[config.mk]
export PLATFORM = sky130hd
export DESIGN_NAME = sbox_link_buffer_flat
export DESIGN_NICKNAME = d
export VERILOG_FILES = /design/src/rtl/sbox_link_buffer_if.sv /design/src/rtl/sbox_link_buffer.sv /design/src/flat_wrapper.sv
export SDC_FILE = /design/constraint.sdc
export NUM_CORES = 1
export LEC_CHECK = 0
export ABC_AREA = 0
export BUFFER_PORTS_ARGS = -buffer_cell sky130_fd_sc_hd__clkbuf_2
export CAP_MARGIN = 20
export CELL_PAD_IN_SITES_DETAIL_PLACEMENT = 0
export CELL_PAD_IN_SITES_GLOBAL_PLACEMENT = 1
export CORE_AREA = 4 4 161 163
export DETAILED_ROUTE_END_ITERATION = 7
export DIE_AREA = 0 0 165 167
export GPL_TIMING_DRIVEN = 0
export PLACE_DENSITY_LB_ADDON = 0.15
export SETUP_SLACK_MARGIN = 0.02
export SLEW_MARGIN = 25
export SYNTH_ARGS = -nofsm -noshare
export SYNTH_HDL_FRONTEND = slang
export SYNTH_SLANG_ARGS = --single-unit
[constraint.sdc]
create_clock -name clk -period 3.53 [get_ports clk]
set_clock_uncertainty 0.2 [all_clocks]
set_input_delay 0.1765 -clock clk [delete_from_list [all_inputs] [get_ports clk]]
set_output_delay 0.1765 -clock clk [all_outputs]
set_load 0.01 [all_outputs]
[src/rtl/sbox_link_buffer_if.sv]
// Link handshake bundle: one data word with a valid/ready pair.
// A word moves on a rising clock edge when valid and ready are both high.
// valid and data come from the sender. ready comes from the receiver.
interface sbox_link_buffer_if #(
    parameter int WIDTH = 32
);
    logic [WIDTH-1:0] data;
    logic             valid;
    logic             ready;

    // The sender drives data/valid and observes ready.
    modport master (output data, output valid, input ready);
    // The receiver observes data/valid and drives ready.
    modport slave  (input data, input valid, output ready);
endinterface

[src/rtl/sbox_link_buffer.sv]
// Elastic buffer between two switch boxes. A small circular FIFO decouples
// the upstream and downstream handshakes. Occupancy, a high-water mark and a
// saturating stall counter are exported so the link can be characterised.
module sbox_link_buffer #(
    parameter  int WIDTH = 32,
    parameter  int DEPTH = 4,
    localparam int CW    = $clog2(DEPTH + 1),
    localparam int AW    = $clog2(DEPTH)
) (
    input  logic                 clk,
    input  logic                 reset,      // asynchronous, active-low
    sbox_link_buffer_if.slave    up,         // from upstream switch-box output
    sbox_link_buffer_if.master   dn,         // to downstream switch-box input
    output logic [CW-1:0]        count,
    output logic [CW-1:0]        hwm,
    input  logic                 clear_hwm,
    output logic [15:0]          stall_cnt
);
    // Handshake rules on both sides:
    // - A push happens when up.valid and up.ready are both high on the edge.
    // - A pop happens when dn.valid and dn.ready are both high on the edge.
    // - up.ready and dn.valid depend only on registered occupancy.
    // - A full FIFO refuses a push even when a pop happens in the same cycle.
    // - An empty FIFO has no bypass, so a pushed word shows up one cycle later.

    logic [WIDTH-1:0] mem_q [DEPTH];
    logic [AW-1:0]    wr_ptr_q, wr_ptr_d;
    logic [AW-1:0]    rd_ptr_q, rd_ptr_d;
    logic [CW-1:0]    count_q, count_d;
    logic [CW-1:0]    hwm_q, hwm_d;
    logic [15:0]      stall_q, stall_d;
    logic             in_ready;
    logic             out_valid;
    logic             push;
    logic             pop;

    assign in_ready  = (count_q != CW'(DEPTH));
    assign out_valid = (count_q != '0);
    assign push      = up.valid && in_ready;
    assign pop       = out_valid && dn.ready;

    assign up.ready  = in_ready;
    assign dn.valid  = out_valid;
    assign dn.data   = mem_q[rd_ptr_q];

    assign count     = count_q;
    assign hwm       = hwm_q;
    assign stall_cnt = stall_q;

    // Next-state for pointers, occupancy, high-water mark and stall counter.
    always_comb begin
        wr_ptr_d = wr_ptr_q;
        rd_ptr_d = rd_ptr_q;
        count_d  = count_q + CW'(push) - CW'(pop);
        hwm_d    = hwm_q;
        stall_d  = stall_q;

        // DEPTH is a power of two, so the pointers wrap naturally.
        if (push) begin
            wr_ptr_d = wr_ptr_q + AW'(1);
        end
        if (pop) begin
            rd_ptr_d = rd_ptr_q + AW'(1);
        end

        // A clear reloads from the post-update occupancy and wins over tracking.
        if (clear_hwm) begin
            hwm_d = count_d;
        end else if (count_d > hwm_q) begin
            hwm_d = count_d;
        end

        if (up.valid && !in_ready && (stall_q != 16'hFFFF)) begin
            stall_d = stall_q + 16'd1;
        end
    end

    // Control state register. Reset discards any words in flight.
    always_ff @(posedge clk or negedge reset) begin
        if (!reset) begin
            wr_ptr_q <= '0;
            rd_ptr_q <= '0;
            count_q  <= '0;
            hwm_q    <= '0;
            stall_q  <= '0;
        end else begin
            wr_ptr_q <= wr_ptr_d;
            rd_ptr_q <= rd_ptr_d;
            count_q  <= count_d;
            hwm_q    <= hwm_d;
            stall_q  <= stall_d;
        end
    end

    // Storage has no reset. Only an accepted word is written, so a garbage
    // value on up.data never reaches the array.
    always_ff @(posedge clk) begin
        if (push) begin
            mem_q[wr_ptr_q] <= up.data;
        end
    end
endmodule
[src/flat_wrapper.sv]
// flat-port wrapper written by rule: the top's interface ports become plain ports
module sbox_link_buffer_flat 
#(
    parameter  int WIDTH = 32,
    parameter  int DEPTH = 4,
    localparam int CW    = $clog2(DEPTH + 1),
    localparam int AW    = $clog2(DEPTH)
)
  (clk, reset, count, hwm, clear_hwm, stall_cnt, up_data, up_valid, up_ready, dn_data, dn_valid, dn_ready);
  sbox_link_buffer_if #(.WIDTH(WIDTH)) up_i ();
  sbox_link_buffer_if #(.WIDTH(WIDTH)) dn_i ();
  input  logic clk;
  input  logic reset;
  output logic [CW-1:0] count;
  output logic [CW-1:0] hwm;
  input  logic clear_hwm;
  output logic [15:0] stall_cnt;
  input wire logic [$bits(up_i.data)-1:0] up_data;
  input wire logic [$bits(up_i.valid)-1:0] up_valid;
  output wire logic [$bits(up_i.ready)-1:0] up_ready;
  output wire logic [$bits(dn_i.data)-1:0] dn_data;
  output wire logic [$bits(dn_i.valid)-1:0] dn_valid;
  input wire logic [$bits(dn_i.ready)-1:0] dn_ready;
  assign up_i.data = up_data;
  assign up_i.valid = up_valid;
  assign up_ready = up_i.ready;
  assign dn_data = dn_i.data;
  assign dn_valid = dn_i.valid;
  assign dn_i.ready = dn_ready;
  sbox_link_buffer #(.WIDTH(WIDTH), .DEPTH(DEPTH)) u_core (.clk(clk), .reset(reset), .up(up_i), .dn(dn_i), .count(count), .hwm(hwm), .clear_hwm(clear_hwm), .stall_cnt(stall_cnt));
endmodule
==> out/qor.txt <==
status: finished, final reports clean
number of synthesized flops with an enable pin: 128
library cell occupying the most area in the post-synthesis netlist: edfxtp_1
pin count of the biggest net entering global routing: 33
portion of synthesized cell area occupied by the leading cell type: 0.639
routed wirelength normalized by instance count: 17.0 um
Max transition margin: 0.516
total CTS buffers: 17
Clk Tree Root Cell: clkbuf_16
area of the core: 0.0243 mm^2
sequential share of the synthesized area: 0.747
Period Utilization, post-route: 0.979
vias per inst: 4.07
number of synthesis warnings: 0
top fanout value on the critical path: 3
Pre-antenna DRT Iters: 4
Core Rows: 57
initial cell density of the core: 0.247
clock tree from TritonCTS: done
Die X-Extent: 165 um
Sinks on Clock Net: 154
clock latency of the later-clocked register in the worst-skew pair: 0.42 ns
via count: 3,211
fmax: 0.289 GHz
number of pins with negative max-slew slack in the final report: 0
class of the tightest hold or removal check: input port to register
setup repair after global routing missed its margin: true
WP data arrival: 3.55 ns
most area-consuming cells after synthesis: edfxtp_1 64%, mux4_2 12%, dfrtp_1 11%
synthesized instance count: 296
required time at the worst-slack endpoint: 3.63 ns
num ports: 93
Post-DP Area: 0.00698 mm^2
count of buffers inserted at the top-level ports: 92
Worst Max-Slew Pin Slew: 0.726 ns
share of cells above drive strength 1: 0.417
final hold vios: 0
synthesis-to-layout area growth: 32.7%
via count of the first global-routing pass: 3,615
most frequent cells after synthesis: 128 x edfxtp_1, 32 x mux4_2, 26 x dfrtp_1
total nets after synthesis: 344
count of fill cells added during filler insertion: 2,378
DR DRC count: 0
CP Capture Type: register
Async S/R FF share, synth: 0.169
Final ANT Viol Nets: 0
Die Footprint: 0.0276 mm^2
height of the chip: 167 um
Post-Synthesis Cell Area: 0.00602 mm^2
number of buffers between clock root and the deepest sink: 2
final critical-path required period: 3.45 ns
post-synthesis area per instance: 20.3 um^2
antenna diode instance count: 0
Util after Layout: 0.328
total half-perimeter wirelength after legalization and detailed placement: 8500 um
placer's final routability congestion estimate: 0.719
first-pass GRT wire length: 20,500 um
initial detailed-routing violation count: 106
Synth cell types: 37
startpoint class of the critical path: register
Routed Wire Length: 13,500 um
GRT Total Usage: 0.100
antenna violations before repair: 0
endpoints failing setup: 0
Reg clk slew, reported paths: 0.07 ns
leading register cell type out of synthesis: edfxtp_1
leakage: 2.98 nW
top-count cell post-synth: edfxtp_1
cell area after layout: 0.00798 mm^2
deepest level of the CTS H-tree: 4
power density cells: 818 mW/mm^2
Power Total: 6.53 mW
IR Drop Worst-Case VDD: 563 uV
Seq cells post-synth: 154
WS Path Type: register to register
aggregate global routing overflow: 0
number of violations of the max-capacitance limit: 0
Layout Nets: 500
critical path, cell delays in order (launching register included):
cell      delay (ns)
dfrtp_2         0.41
or3_4           0.37
and2_4          0.18
ha_4            0.26
inv_2           0.04
ha_4            0.15
fa_2            0.34
xor2_2          0.16
xnor2_2         0.21
ha_1            0.28
nand3_1         0.08
o21ai_1         0.07
o21bai_2        0.26
mux2_4          0.33
power breakdown:
part / switching, mW / internal, mW
registers: 0.126 / 2.40
clock network: 0.763 / 0.911
logic: 1.20 / 1.13
total: 2.09 / 4.43
cell usage in the layout (no fill, tap or decap), drive strengths merged:
| master | synthesis | layout |
|---|---|---|
| mux2 | 6 | 6 |
| nand4bb | 1 | 1 |
| nor4 | 7 | 7 |
| o21bai | 1 | 1 |
| nor3b | 2 | 2 |
| or2 | 3 | 3 |
| dfrtp | 26 | 26 |
| o21ai | 2 | 2 |
| clkbuf | 8 | 117 |
| o31a | 1 | 1 |
| a211oi | 1 | 1 |
| nor3 | 5 | 5 |
| nor2 | 3 | 3 |
| o21a | 1 | 1 |
| nand4 | 3 | 3 |
| fa | 1 | 1 |
| ha | 10 | 10 |
| buf | 3 | 13 |
| nand3 | 6 | 6 |
| dlygate4sd3 | 0 | 35 |
| nand2 | 5 | 5 |
| inv | 14 | 20 |
| clkinvlp | 0 | 2 |
| xor2 | 12 | 12 |
| xnor2 | 5 | 5 |
| mux4 | 32 | 32 |
| a2111oi | 1 | 1 |
| o311ai | 1 | 1 |
| clkinv | 0 | 7 |
| and2 | 2 | 2 |
| and3 | 4 | 4 |
| or3 | 2 | 2 |
| edfxtp | 128 | 128 |
kinds of logic (layout without fill, tap and decap cells):
kind of cell / Yosys count / in the layout / share of synthesized area
multiplexers: 38 / 38 / 0.131
adder cells (fa/ha/maj): 11 / 11 / 0.0241
XOR/XNOR: 17 / 17 / 0.0247
AO/OA/AOI/OAI: 8 / 8 / 0.00978
AND/OR/NAND/NOR: 43 / 43 / 0.0468
buffers and inverters: 25 / 194 / 0.0164
flip-flops: 154 / 154 / 0.747
metrics by stage:
stage	hold WS (ns)	worst slack [ns]	instances	setup TNS, ns
floorplan	-0.319	0.0261	296	0
global placement	0.0702	-0.185	712	-0.553
detailed placement	0.0786	-0.189	715	-0.564
CTS	0.0579	0.0841	787	0
global route	0.0855	-0.0455	789	-0.131
finish	0.0697	0.0751	789	0
flip-flops by register name, indices dropped and copies added (netlist names):
name / count
u_core.wr_ptr_q: 2
u_core.rd_ptr_q: 2
u_core.count: 3
u_core.stall_cnt: 16
u_core.mem_q: 128
u_core.hwm: 3
final timing paths:
check,start,endpoint,slack [ns],cells past startpoint
worst max register to register,u_core.count[1],u_core.hwm[1],0.08,13
min in group asynchronous,reset,u_core.stall_cnt[11],0.14,2
worst max-delay path,u_core.count[1],u_core.hwm[1],0.08,13
worst min register to register,u_core.stall_cnt[14],u_core.stall_cnt[14],0.32,1
max in group asynchronous,reset,u_core.count[1],2.48,2
worst min-delay path,up_valid,u_core.stall_cnt[2],0.07,4
layout make-up:
cell class / count / area (um^2) / share of cell area
Timing Repair Buffer: 137 / 938 / 0.118
Clock inverter: 15 / 115 / 0.0144
Clock buffer: 17 / 425 / 0.0533
Multi-Input combinational cell: 117 / 1500 / 0.188
Tap cell: 324 / 405 / 0.0508
Buffer: 11 / 46.3 / 0.00580
Inverter: 14 / 52.6 / 0.00659
Sequential cell: 154 / 4500 / 0.563
routing by layer:
metal | wire [um] | track usage | vias to the layer above
li1 | - | - | 1495
met1 | 6070 | 0.128 | 1626
met2 | 6520 | 0.160 | 78
met3 | 719 | 0.0358 | 12
met4 | 142 | 0.0304 | 0
met5 | 0 | 0 | -
repair_timing:
action / CTS / global route
pin swaps: 7 / 9
endpoints found under the setup margin: 3 / 3
endpoints found under the hold margin: 158 / 0
resized for setup: 6 / 7
hold buffers: 35 / 0
cloned: 0 / 0
buffers inserted: 5 / 2
(Power assumes the default switching activity.)
